## src/rtl/game_pkg.sv

```systemverilog
// rtl/game_pkg.sv - shared card/hand constants and dealer state encoding
// Purpose: common types for the 24-game datapath dealer.
// Ports: none (package).
package game_pkg;

  localparam int CARD_W = 4;
  localparam int HAND_N = 4;
  localparam int HAND_W = CARD_W * HAND_N;

  typedef enum logic [1:0] {
    IDLE,
    STEP,
    SAMPLE
  } state_t;

  // Extract card slot i (0 = first accepted card) from a packed hand.
  function automatic logic [CARD_W-1:0] slot_of(input logic [HAND_W-1:0] hand,
                                                input logic [1:0]        i);
    return hand[{i, 2'b00} +: CARD_W];
  endfunction

endpackage

```

## src/rtl/card_filter.sv

```systemverilog
// rtl/card_filter.sv - combinational legality check for one drawn card
// Purpose: accept a value iff it lies in 1..MAX_VAL and, when UNIQUE is set,
//          does not repeat any card already placed in slots 0..idx-1.
// Ports:
//   value  in  4   candidate card from the generator
//   hand   in  16  cards accepted so far in this deal
//   idx    in  2   number of slots already filled
//   accept out 1   value may be stored in slot idx
module card_filter
  import game_pkg::*;
#(
  parameter int MAX_VAL = 13,
  parameter int UNIQUE  = 0
) (
  input  logic [CARD_W-1:0] value,
  input  logic [HAND_W-1:0] hand,
  input  logic [1:0]        idx,
  output logic              accept
);

  logic w_in_range;
  logic w_dup;

  assign w_in_range = (value != '0) && (value <= 4'(MAX_VAL));

  // Only slots below idx hold cards from this deal; higher slots are zero.
  always_comb begin
    w_dup = 1'b0;
    for (int i = 0; i < HAND_N; i++) begin
      if ((UNIQUE != 0) && (2'(i) < idx) && (slot_of(hand, 2'(i)) == value)) begin
        w_dup = 1'b1;
      end
    end
  end

  assign accept = w_in_range && !w_dup;

endmodule

```

## src/rtl/hand_dealer.sv

```systemverilog
// rtl/hand_dealer.sv - deal sequencer that draws four legal cards from the LFSR
// Purpose: on deal_req, step the external generator SKIP times per draw,
//          judge each sample, and pack four accepted cards into a hand.
//          Aborts with err after MAX_DRAWS attempts.
// Ports:
//   clk        in  1   system clock
//   rst        in  1   synchronous active-high reset
//   deal_req   in  1   start a deal (honoured only when idle)
//   rand_in    in  4   registered generator output
//   rand_en    out 1   generator step enable
//   busy       out 1   deal in progress
//   hand       out 16  packed cards, slot 0 in [3:0]
//   hand_valid out 1   complete hand available
//   err        out 1   last deal aborted at MAX_DRAWS
module hand_dealer
  import game_pkg::*;
#(
  parameter int MAX_VAL   = 13,
  parameter int SKIP      = 1,
  parameter int MAX_DRAWS = 32,
  parameter int UNIQUE    = 0
) (
  input  logic              clk,
  input  logic              rst,
  input  logic              deal_req,
  input  logic [CARD_W-1:0] rand_in,
  output logic              rand_en,
  output logic              busy,
  output logic [HAND_W-1:0] hand,
  output logic              hand_valid,
  output logic              err
);

  localparam int DRAW_W = $clog2(MAX_DRAWS + 1);
  localparam int STEP_W = (SKIP > 1) ? $clog2(SKIP) : 1;

  state_t              r_state;
  logic                r_rand_en;
  logic                r_busy;
  logic [HAND_W-1:0]   r_hand;
  logic                r_hand_valid;
  logic                r_err;
  logic [1:0]          r_idx;
  logic                r_done;
  logic [DRAW_W-1:0]   r_draw_cnt;
  logic [STEP_W-1:0]   r_step_cnt;

  logic                w_accept;
  logic                w_take;
  logic [DRAW_W-1:0]   w_draw_next;
  logic                w_max_reached;
  logic                w_last_step;

  card_filter #(
    .MAX_VAL (MAX_VAL),
    .UNIQUE  (UNIQUE)
  ) u_card_filter (
    .value  (rand_in),
    .hand   (r_hand),
    .idx    (r_idx),
    .accept (w_accept)
  );

  assign w_take        = w_accept && !r_done;
  assign w_draw_next   = r_draw_cnt + DRAW_W'(1);
  assign w_max_reached = (w_draw_next == DRAW_W'(MAX_DRAWS));
  assign w_last_step   = (r_step_cnt == STEP_W'(SKIP - 1));

  always_ff @(posedge clk) begin
    if (rst) begin
      r_state      <= IDLE;
      r_rand_en    <= 1'b0;
      r_busy       <= 1'b0;
      r_hand       <= '0;
      r_hand_valid <= 1'b0;
      r_err        <= 1'b0;
      r_idx        <= 2'd0;
      r_done       <= 1'b0;
      r_draw_cnt   <= '0;
      r_step_cnt   <= '0;
    end else begin
      case (r_state)
        IDLE: begin
          if (deal_req) begin
            r_hand       <= '0;
            r_hand_valid <= 1'b0;
            r_err        <= 1'b0;
            r_idx        <= 2'd0;
            r_done       <= 1'b0;
            r_draw_cnt   <= '0;
            r_step_cnt   <= '0;
            r_state      <= STEP;
            r_rand_en    <= 1'b1;
            r_busy       <= 1'b1;
          end
        end

        STEP: begin
          if (w_last_step) begin
            r_state   <= SAMPLE;
            r_rand_en <= 1'b0;
          end else begin
            r_step_cnt <= r_step_cnt + STEP_W'(1);
          end
        end

        SAMPLE: begin
          r_draw_cnt <= w_draw_next;
          r_step_cnt <= '0;
          if (w_take) begin
            r_hand[{r_idx, 2'b00} +: CARD_W] <= rand_in;
            // Slot 3 filled: latch done instead of letting idx wrap.
            if (r_idx == 2'd3) begin
              r_done <= 1'b1;
            end else begin
              r_idx <= r_idx + 2'd1;
            end
          end
          // A completing accept wins over the draw limit on the same draw.
          if (w_take && (r_idx == 2'd3)) begin
            r_hand_valid <= 1'b1;
            r_state      <= IDLE;
            r_busy       <= 1'b0;
          end else if (w_max_reached) begin
            r_err   <= 1'b1;
            r_state <= IDLE;
            r_busy  <= 1'b0;
          end else begin
            r_state   <= STEP;
            r_rand_en <= 1'b1;
          end
        end

        default: begin
          r_state   <= IDLE;
          r_rand_en <= 1'b0;
          r_busy    <= 1'b0;
        end
      endcase
    end
  end

  // Gate with rst so the generator is not stepped on the reset edge.
  assign rand_en    = r_rand_en & ~rst;
  assign busy       = r_busy;
  assign hand       = r_hand;
  assign hand_valid = r_hand_valid;
  assign err        = r_err;

endmodule

```

## config.mk

```make
export PLATFORM = sky130hd
export DESIGN_NAME = hand_dealer
export DESIGN_NICKNAME = d
export VERILOG_FILES = /design/src/rtl/game_pkg.sv /design/src/rtl/card_filter.sv /design/src/rtl/hand_dealer.sv
export SDC_FILE = /design/constraint.sdc
export NUM_CORES = 1
export LEC_CHECK = 0
export ABC_AREA = 1
export CAP_MARGIN = 20
export CORE_MARGIN = 3
export CORE_UTILIZATION = 40
export DETAILED_ROUTE_END_ITERATION = 10
export SLEW_MARGIN = 0
export SYNTH_ARGS = -nofsm -noshare
export SYNTH_HDL_FRONTEND = slang
export SYNTH_SLANG_ARGS = --single-unit
export TNS_END_PERCENT = 10
```

## constraint.sdc

```tcl
create_clock -name clk -period 3.17 [get_ports clk]
set_input_delay 0.634 -clock clk [delete_from_list [all_inputs] [get_ports clk]]
set_output_delay 0.634 -clock clk [all_outputs]
set_load 0.1 [all_outputs]
```

### Word-level counts from Yosys, hierarchy flattened

Cells that the tools add are included.

* flip-flop bits (word level): 32
* input bits: 7
* logic and storage cells: 86

* add/sub/neg operators: 4
* order comparisons: 1
* equal/unequal tests: 14
* shifts and indexed selects: 2
* multiplexer cells: 34
* bitwise operators: 3
* reductions and logical operators: 18

Operators by type and width (count)
* two-way mux 16 bit: 2
* case mux 16 bit (2 select lines): 1
* inequality test 2 bit, second input constant: 9
* bitwise mux 16 bit: 1
* AND reduction 4 bit: 4
* variable shift 4 x 6 -> 16 bit, first input constant: 1
* variable part select 4 x 6 -> 16 bit: 1
* two-way mux 1 bit: 15
* case mux 6 bit (2 select lines): 1
* two-way mux 2 bit: 5
* case mux 1 bit (3 select lines): 3
* AND reduction 3 bit: 3
* adder 6 x 1 -> 6 bit, second input constant: 1
* equality test 6 bit, second input constant: 1
* two-way mux 6 bit: 1
* negator 4 -> 6 bit: 1
* case mux 1 bit (2 select lines): 3
* case mux 2 bit (3 select lines): 1
* AND reduction 2 bit: 3
* equality test 2 bit, second input constant: 2
* <= comparator 4 bit, second input constant: 1
* case mux 2 bit (2 select lines): 1
* nonzero test 4 bit: 1
* logical AND 1 bit: 3
* 10 further kinds: 11

### Depth between registers and ports, before layout

Gate-level depths: netlist of run 1.

* depth in word-level cells: 6
* gate-level depth with buffers: 11

### Modules after synthesis

From an unflattened synthesis of run 1, not the netlist that was laid out.

* cells, all modules: 213
* area, all modules: 1495.2 um^2

Modules (own cells, without submodules)
* hand_dealer: times used 1, cells an instance 207, area each 1471.4 um^2, sequential area each 620.6 um^2
* card_filter: times used 1, cells an instance 6, area each 23.8 um^2, sequential area each 0.0 um^2

### Worst setup path before layout of run 1

No wires, ideal clock.

* kind: input port to output port
* from: in rst
* to: out rand_en
* arrival: 2.313 ns
* slack: 0.223 ns
* cell stages on the path: 3
* path buffers: 2
* cell sequence: clkbuf_1 buf_1 nor2_1

* longest elaborated chain between the ends: 2

Ends and longest elaborated chain
* start, declared: RTL line hand_dealer.sv:24 `input logic rst,`
* inverter 1 bit: RTL line hand_dealer.sv:144 `assign rand_en = r_rand_en & ~rst;`
* AND 1 bit: RTL line hand_dealer.sv:144
* end, declared: RTL line hand_dealer.sv:27 `output logic rand_en,`

No other way between the ends.

### Worst setup path after layout of run 1

Same ends and word-level chain as after synthesis.

==> results.cfg, run 1 <==
[critical_path]
worst_ep_arrival_time_ps = 1470
reg2reg_depth = 5
critical_path.cell_chain = clkdlybuf4s50_1, nor2_1, buf_12
worst_path_dominant_cell_family = buffers and inverters
rrSetupSlack_ps = 1320
worstSetupStartpointType = input port
critical_path.n_buffers_inverters = 2
worst_path_max_delay_cell = sky130_fd_sc_hd__clkdlybuf4s50_1
worst-path-max-fanout = 2
r2r_start = r_idx[0]
crit-reg2reg-capture = hand[2]
cp_data_required_time_ps = 2540
critical-path-max-stage-delay_ps = 430
worst_path_class_setup = in2out
setup.worst_path.end_class = output pin

[detailed_routing]
vias_per_cell = 5.00
drt-total-wl_mm = 3.46
via_count = 1454
first_iter_violations = 71
wire_per_inst_um = 11.9
detailedRoute.firstPassIterationCount = 4
detail-route-antenna-nets = 0
detailed_route_drc_error_count = 0

[global_route]
global_route.usage.total_pct = 17.6
global_route_wire_length_before_repair_mm = 5.99
grt_start_max_net_pins = 19
antenna_violations_before_repair = 0
globalRouteOverflowTotal = 0
first_global_vias = 1360

[worst_hold_path]
whs_endpoint = err
min-delay-path-class = reg2reg
hold_path_depth = 2
timing.hold.worst.start = err

[timing]
min_period_over_period_pct = 66.3
post_route_hold_slack_ps = 449
finalMaxSlewViolations = 0
slew_headroom_pct = 71.2
clock.fmax_mhz = 476
timing_worst_slew_pin_value_ps = 431
aggregate_negative_setup_slack_ps = 0
fin_crit_period_ps = 2100
setup_violations = 0
timing.final.hold_violations = 0
rsz0062_at_grt = no
timing.clock.skew_ps = 6.29

[pwr]
vdd.ir_drop.worst_uv = 293
design_power_total_w = 0.00103
power.static_leakage_nw = 0.821
power_density_nw_per_um2 = 546

[final_layout]
multi_input_comb_area_sq_um = 772
insertedDiodeCount = 0
regArea_sq_um = 621
layout.cells.most_common = sky130_fd_sc_hd__nand2_1
layout_common_cells = 57 x sky130_fd_sc_hd__nand2_1, 31 x sky130_fd_sc_hd__dfxtp_1, 29 x sky130_fd_sc_hd__a21oi_1
fillerInstances = 340
final_nets = 257
post_route_cells_drive_above_1_share_pct = 18.4
finished_layout_cells = 291
area_delta_synth_final_pct = 24.7

[placed_design]
detailed_place_hpwl_mm = 2.56
placed_cells = 283
global_placer_s_final_weighted_congestion = 0.879
place.port_buffers = 26

[outcome]
status = complete, no violations

[floorplan]
die_span_in_x_um = 67.4
row_count = 21
floorplan.initialDensity_pct = 43.4
die_height_um = 67.4
dieArea_sq_um = 4540
num_io_pins = 27
placeableCoreArea_sq_um = 3470

[clock_network]
cts-buffers-inserted = 5
cts_post_setup_buffers_inserted = 0
cts-resized-gates = 0
clock_transition_at_the_register_clock_pins_on_the_worst_setup_and_hold_paths_after_cts_ps = 60
worst_skew_pair.late_latency_ps = 280
cts.sink_count = 31
cts-hold-fix-buffers = 0
clock_tree.htree_level_count = 2
cts_buffer_depth = 2
cts_root_buf = sky130_fd_sc_hd__clkbuf_8
cts_tree = yes

[synthesis]
synth_cell_types = 26
synth.yosys.seq_area_share_pct = 41.2
ys.warnings.count = 0
synth_area_leader_cell = sky130_fd_sc_hd__dfxtp_1
flops_latches_synth = 31
synthesis.area_sq_um = 1510
post_synth_inst_count = 214
synth_top_area_share_pct = 41.2
post_synth.cell_area_avg_sq_um = 7.04
synth.top_cells.by_area = sky130_fd_sc_hd__dfxtp_1 41%, sky130_fd_sc_hd__nand2_1 14%, sky130_fd_sc_hd__a21oi_1 9.6%
nets_in_the_synthesized_netlist = 227

[flow_run]
max_cap_violations = 0
==> tightest hold or removal path, delay by kind of cell (launching register included) <==
kind            cells  cell delay (ps)
flops               1              310
buf+inv             1               50
compound gates      1               50
==> kinds of logic after synthesis <==
kind of cell             after synthesis  synth area share, %
buffers and inverters                 30                 7.56
adder cells (fa/ha/maj)                6                 4.98
flip-flops                            31                 41.2
AND/OR/NAND/NOR                       98                 28.5
AO/OA/AOI/OAI                         49                 17.8
==> cells in the mapped netlist <==
master	n
sky130_fd_sc_hd__a21oi_2	2
sky130_fd_sc_hd__nor3_1	2
sky130_fd_sc_hd__inv_2	6
sky130_fd_sc_hd__nand3_1	13
sky130_fd_sc_hd__buf_2	1
sky130_fd_sc_hd__ha_1	6
sky130_fd_sc_hd__nand4_1	1
sky130_fd_sc_hd__nor4_2	1
sky130_fd_sc_hd__nor2_4	1
sky130_fd_sc_hd__nand2_2	1
sky130_fd_sc_hd__nor2_1	16
sky130_fd_sc_hd__buf_1	1
sky130_fd_sc_hd__nor2_2	2
sky130_fd_sc_hd__a21oi_1	29
sky130_fd_sc_hd__o21ai_1	11
sky130_fd_sc_hd__nor3b_1	1
sky130_fd_sc_hd__nand2_1	57
sky130_fd_sc_hd__o21ai_0	4
sky130_fd_sc_hd__clkbuf_1	2
sky130_fd_sc_hd__a211oi_2	1
sky130_fd_sc_hd__inv_1	20
sky130_fd_sc_hd__nand3b_1	1
sky130_fd_sc_hd__nor3_2	1
sky130_fd_sc_hd__or2_1	1
sky130_fd_sc_hd__dfxtp_1	31
sky130_fd_sc_hd__o21ai_2	2
==> routing by layer <==
| metal | wire length (um) | track usage [%] |
|---|---|---|
| met3 | 163 | 5.49 |
| met5 | 0 | 0 |
| met4 | 59 | 7.59 |
| met2 | 1610 | 28.5 |
| met1 | 1620 | 21.6 |
==> layout make-up <==
type / instances / area share, %
well taps: 46 / 3.06
multi-input cells: 153 / 41.1
clock buffers: 8 / 5.33
flip-flops and latches: 31 / 33.0
inverters: 26 / 5.20
repair buffers: 27 / 12.3
==> stage by stage <==
stage                     area (sq um)  setup slack, ps  utilization, %
after floorplan                   1510              223               -
after global placement            1780              980            51.3
after detailed placement          1780              905            51.3
after CTS                         1880             1070            54.1
after global routing              1880             1040            54.1
final                             1880             1070            54.1
==> flip-flops by register name, summed over array words and instances (netlist names) <==
| signal | count |
|---|---|
| busy | 1 |
| r_draw_cnt | 6 |
| r_done | 1 |
| hand_valid | 1 |
| hand | 16 |
| err | 1 |
| r_idx | 2 |
| r_state | 2 |
| r_rand_en | 1 |
==> power by group <==
part | total [W] | switching [W] | internal, W | leakage [nW]
sequential | 0.000429 | 0.0000174 | 0.000411 | 0.253
clock | 0.000337 | 0.000139 | 0.000198 | 0.0515
combinational | 0.000261 | 0.000198 | 0.0000626 | 0.517
total | 0.00103 | 0.000354 | 0.000672 | 0.821
==> how the worst max path moves through the flow <==
stage                    start       end  slack (ps)  cells past startpoint
floorplan                  rst   rand_en         220                      3
detailed placement  rand_in[1]  hand[10]         900                     10
finish                     rst   rand_en        1070                      3
CTS                        rst   rand_en        1070                      3
global placement    rand_in[3]  hand[13]         980                     10
global route               rst   rand_en        1040                      3
No activity file was read; power rests on OpenSTA's default activity.
==> inputs of run 2 (changes only) <==
==> constraint.sdc (replaced) <==
create_clock -name clk -period 2 [get_ports clk]
set_input_delay 0.4 -clock clk [delete_from_list [all_inputs] [get_ports clk]]
set_output_delay 0.4 -clock clk [all_outputs]
set_load 0.1 [all_outputs]
==> run 2 against run 1 <==
Effect of this change:
- routed wire length increased by 2.9%
- sequential power increased by 58%
- utilization up 1.2 points
- clock-buffer cell count is 2 lower
- via count increased by 3.6%
- global-route usage increased by 0.58 points
- critical path depth up 6
- critical path type is now in2reg
- largest power group unchanged
==> results.cfg, run 2 (same netlist as run 1, synthesis figures left out) <==
[outcome]
status = complete, no violations

[final_layout]
flip_flop_count_of_the_largest_register_after_layout = 16
area_delta_synth_final_pct = 27.3
final_util_pct = 55.3
insertedDiodeCount = 0
layout.cells.most_common = sky130_fd_sc_hd__nand2_1
fillerInstances = 355
post_route_cells_drive_above_1_share_pct = 20.7
final_nets = 265
layout_common_cells = 57 x sky130_fd_sc_hd__nand2_1, 31 x sky130_fd_sc_hd__dfxtp_1, 29 x sky130_fd_sc_hd__a21oi_1
finished_layout_cells = 297

[global_route]
first_global_vias = 1483
globalRouteOverflowTotal = 0
global_route_wire_length_before_repair_mm = 6.24
antenna_violations_before_repair = 0
global_route.usage.total_pct = 18.2
grt_start_max_net_pins = 15

[detailed_routing]
drt-total-wl_mm = 3.56
detailed_route_drc_error_count = 0
via_count = 1506
wire_per_inst_um = 12.0
detail-route-antenna-nets = 0
detailedRoute.firstPassIterationCount = 4
first_iter_violations = 70
vias_per_cell = 5.07

[critical_path]
worst-path-max-fanout = 8
worst_ep_arrival_time_ps = 1970
crit-reg2reg-capture = hand[3]
reg2reg_depth = 5
worstSetupStartpointType = input port
r2r_start = r_idx[1]
cp_data_required_time_ps = 2210
worst_path_class_setup = in2reg
rrSetupSlack_ps = 390
setup.worst_path.end_class = register

[clock_network]
cts-resized-gates = 0
cts-hold-fix-buffers = 0
worst_skew_pair.late_latency_ps = 280
cts_post_setup_buffers_inserted = 0
cts.sink_count = 31
cts_root_buf = sky130_fd_sc_hd__clkbuf_8
clock_transition_at_the_register_clock_pins_on_the_worst_setup_and_hold_paths_after_cts_ps = 60
cts-buffers-inserted = 5
clock_tree.htree_level_count = 2
cts_tree = yes
cts_buffer_depth = 2

[floorplan]
row_count = 21
placeableCoreArea_sq_um = 3470
die_span_in_x_um = 67.4
dieArea_sq_um = 4540
die_height_um = 67.4
num_io_pins = 27
floorplan.initialDensity_pct = 43.4

[worst_hold_path]
timing.hold.worst.start = hand[14]
whs_endpoint = hand[14]
hold_path_depth = 2
min-delay-path-class = reg2reg

[timing]
min_period_over_period_pct = 88.2
rsz0062_at_grt = no
finalMaxSlewViolations = 0
timing_worst_slew_pin_value_ps = 458
setup_violations = 0
slew_headroom_pct = 69.4
clock.fmax_mhz = 567
timing.final.hold_violations = 0
timing.clock.skew_ps = 2.30
fin_crit_period_ps = 1760
final_critical_path_setup_slack_ps = 236

[pwr]
design_power_total_w = 0.00155
power_density_nw_per_um2 = 811
power.static_leakage_nw = 0.847
vdd.ir_drop.worst_uv = 510

[placed_design]
placed_cells = 291
detailed_place_hpwl_mm = 2.72
pre_cts_ws_ps = -37.2
global_placer_s_final_weighted_congestion = 0.895
place.port_buffers = 26

[flow_run]
max_cap_violations = 0
run 2: per-layer routing:
layer	global-route usage (%)	part of all wire, %	wire length (um)	up-vias
met4	7.85	2.0	70	0
li1	-	-	-	766
met3	5.16	4.2	150	8
met2	30.3	49	1750	34
met5	0	0	0	-
met1	21.9	45	1590	698
run 2: worst max-delay path, stage by stage:
cell,delay [ps]
sky130_fd_sc_hd__clkdlybuf4s50_1,560
sky130_fd_sc_hd__nor2_1,70
sky130_fd_sc_hd__nand2_1,60
sky130_fd_sc_hd__nand3_1,80
sky130_fd_sc_hd__nand2_1,130
sky130_fd_sc_hd__nand2_2,130
sky130_fd_sc_hd__nor2_2,270
sky130_fd_sc_hd__o21ai_1,110
sky130_fd_sc_hd__a21oi_1,150
run 2: area by class of cell:
class / count / area (sq um) / share of cell area (%)
multi-input cells: 153 / 779 / 40.6
flip-flops and latches: 31 / 621 / 32.4
repair buffers: 35 / 290 / 15.1
inverters: 26 / 97.6 / 5.09
clock buffers: 6 / 72.6 / 3.78
well taps: 46 / 57.6 / 3.00
run 2: stage by stage:
step                hold slack (ps)  area (sq um)  setup TNS [ps]
floorplan                       439          1510               0
global placement                437          1850               0
detailed placement              447          1850           -71.5
CTS                             456          1920               0
global route                    479          1920               0
finish                          454          1920               0
run 2: worst max path at each step:
stage / startpoint / endpoint / slack, ps / cells after the start
6_report: rand_in[3] / hand[0] / 240 / 9
5_1_grt: rand_in[3] / hand[0] / 90 / 9
4_1_cts: rand_in[3] / hand[1] / 250 / 9
3_5_place_dp: rand_in[3] / hand[1] / -40 / 9
3_3_place_gp: rand_in[3] / hand[13] / 40 / 10
2_1_floorplan: rst / rand_en / 270 / 3
run 2: power breakdown:
group,internal (W),switching (W),leakage [nW]
clock,0.000231,0.000209,0.0371
combinational,0.000113,0.000326,0.557
sequential,0.000652,0.0000236,0.253
total,0.000996,0.000559,0.847
==> inputs of run 3 (changes only) <==
--- a/config.mk
+++ b/config.mk
@@ -6,6 +6,7 @@
 export NUM_CORES = 1
 export LEC_CHECK = 0
 export ABC_AREA = 1
+export ABC_CLOCK_PERIOD_IN_PS = 2000
 export CAP_MARGIN = 20
 export CORE_MARGIN = 3
 export CORE_UTILIZATION = 40
==> results of run 3 <==
The final DEF is identical to that of run 2; final timing and power are the same.
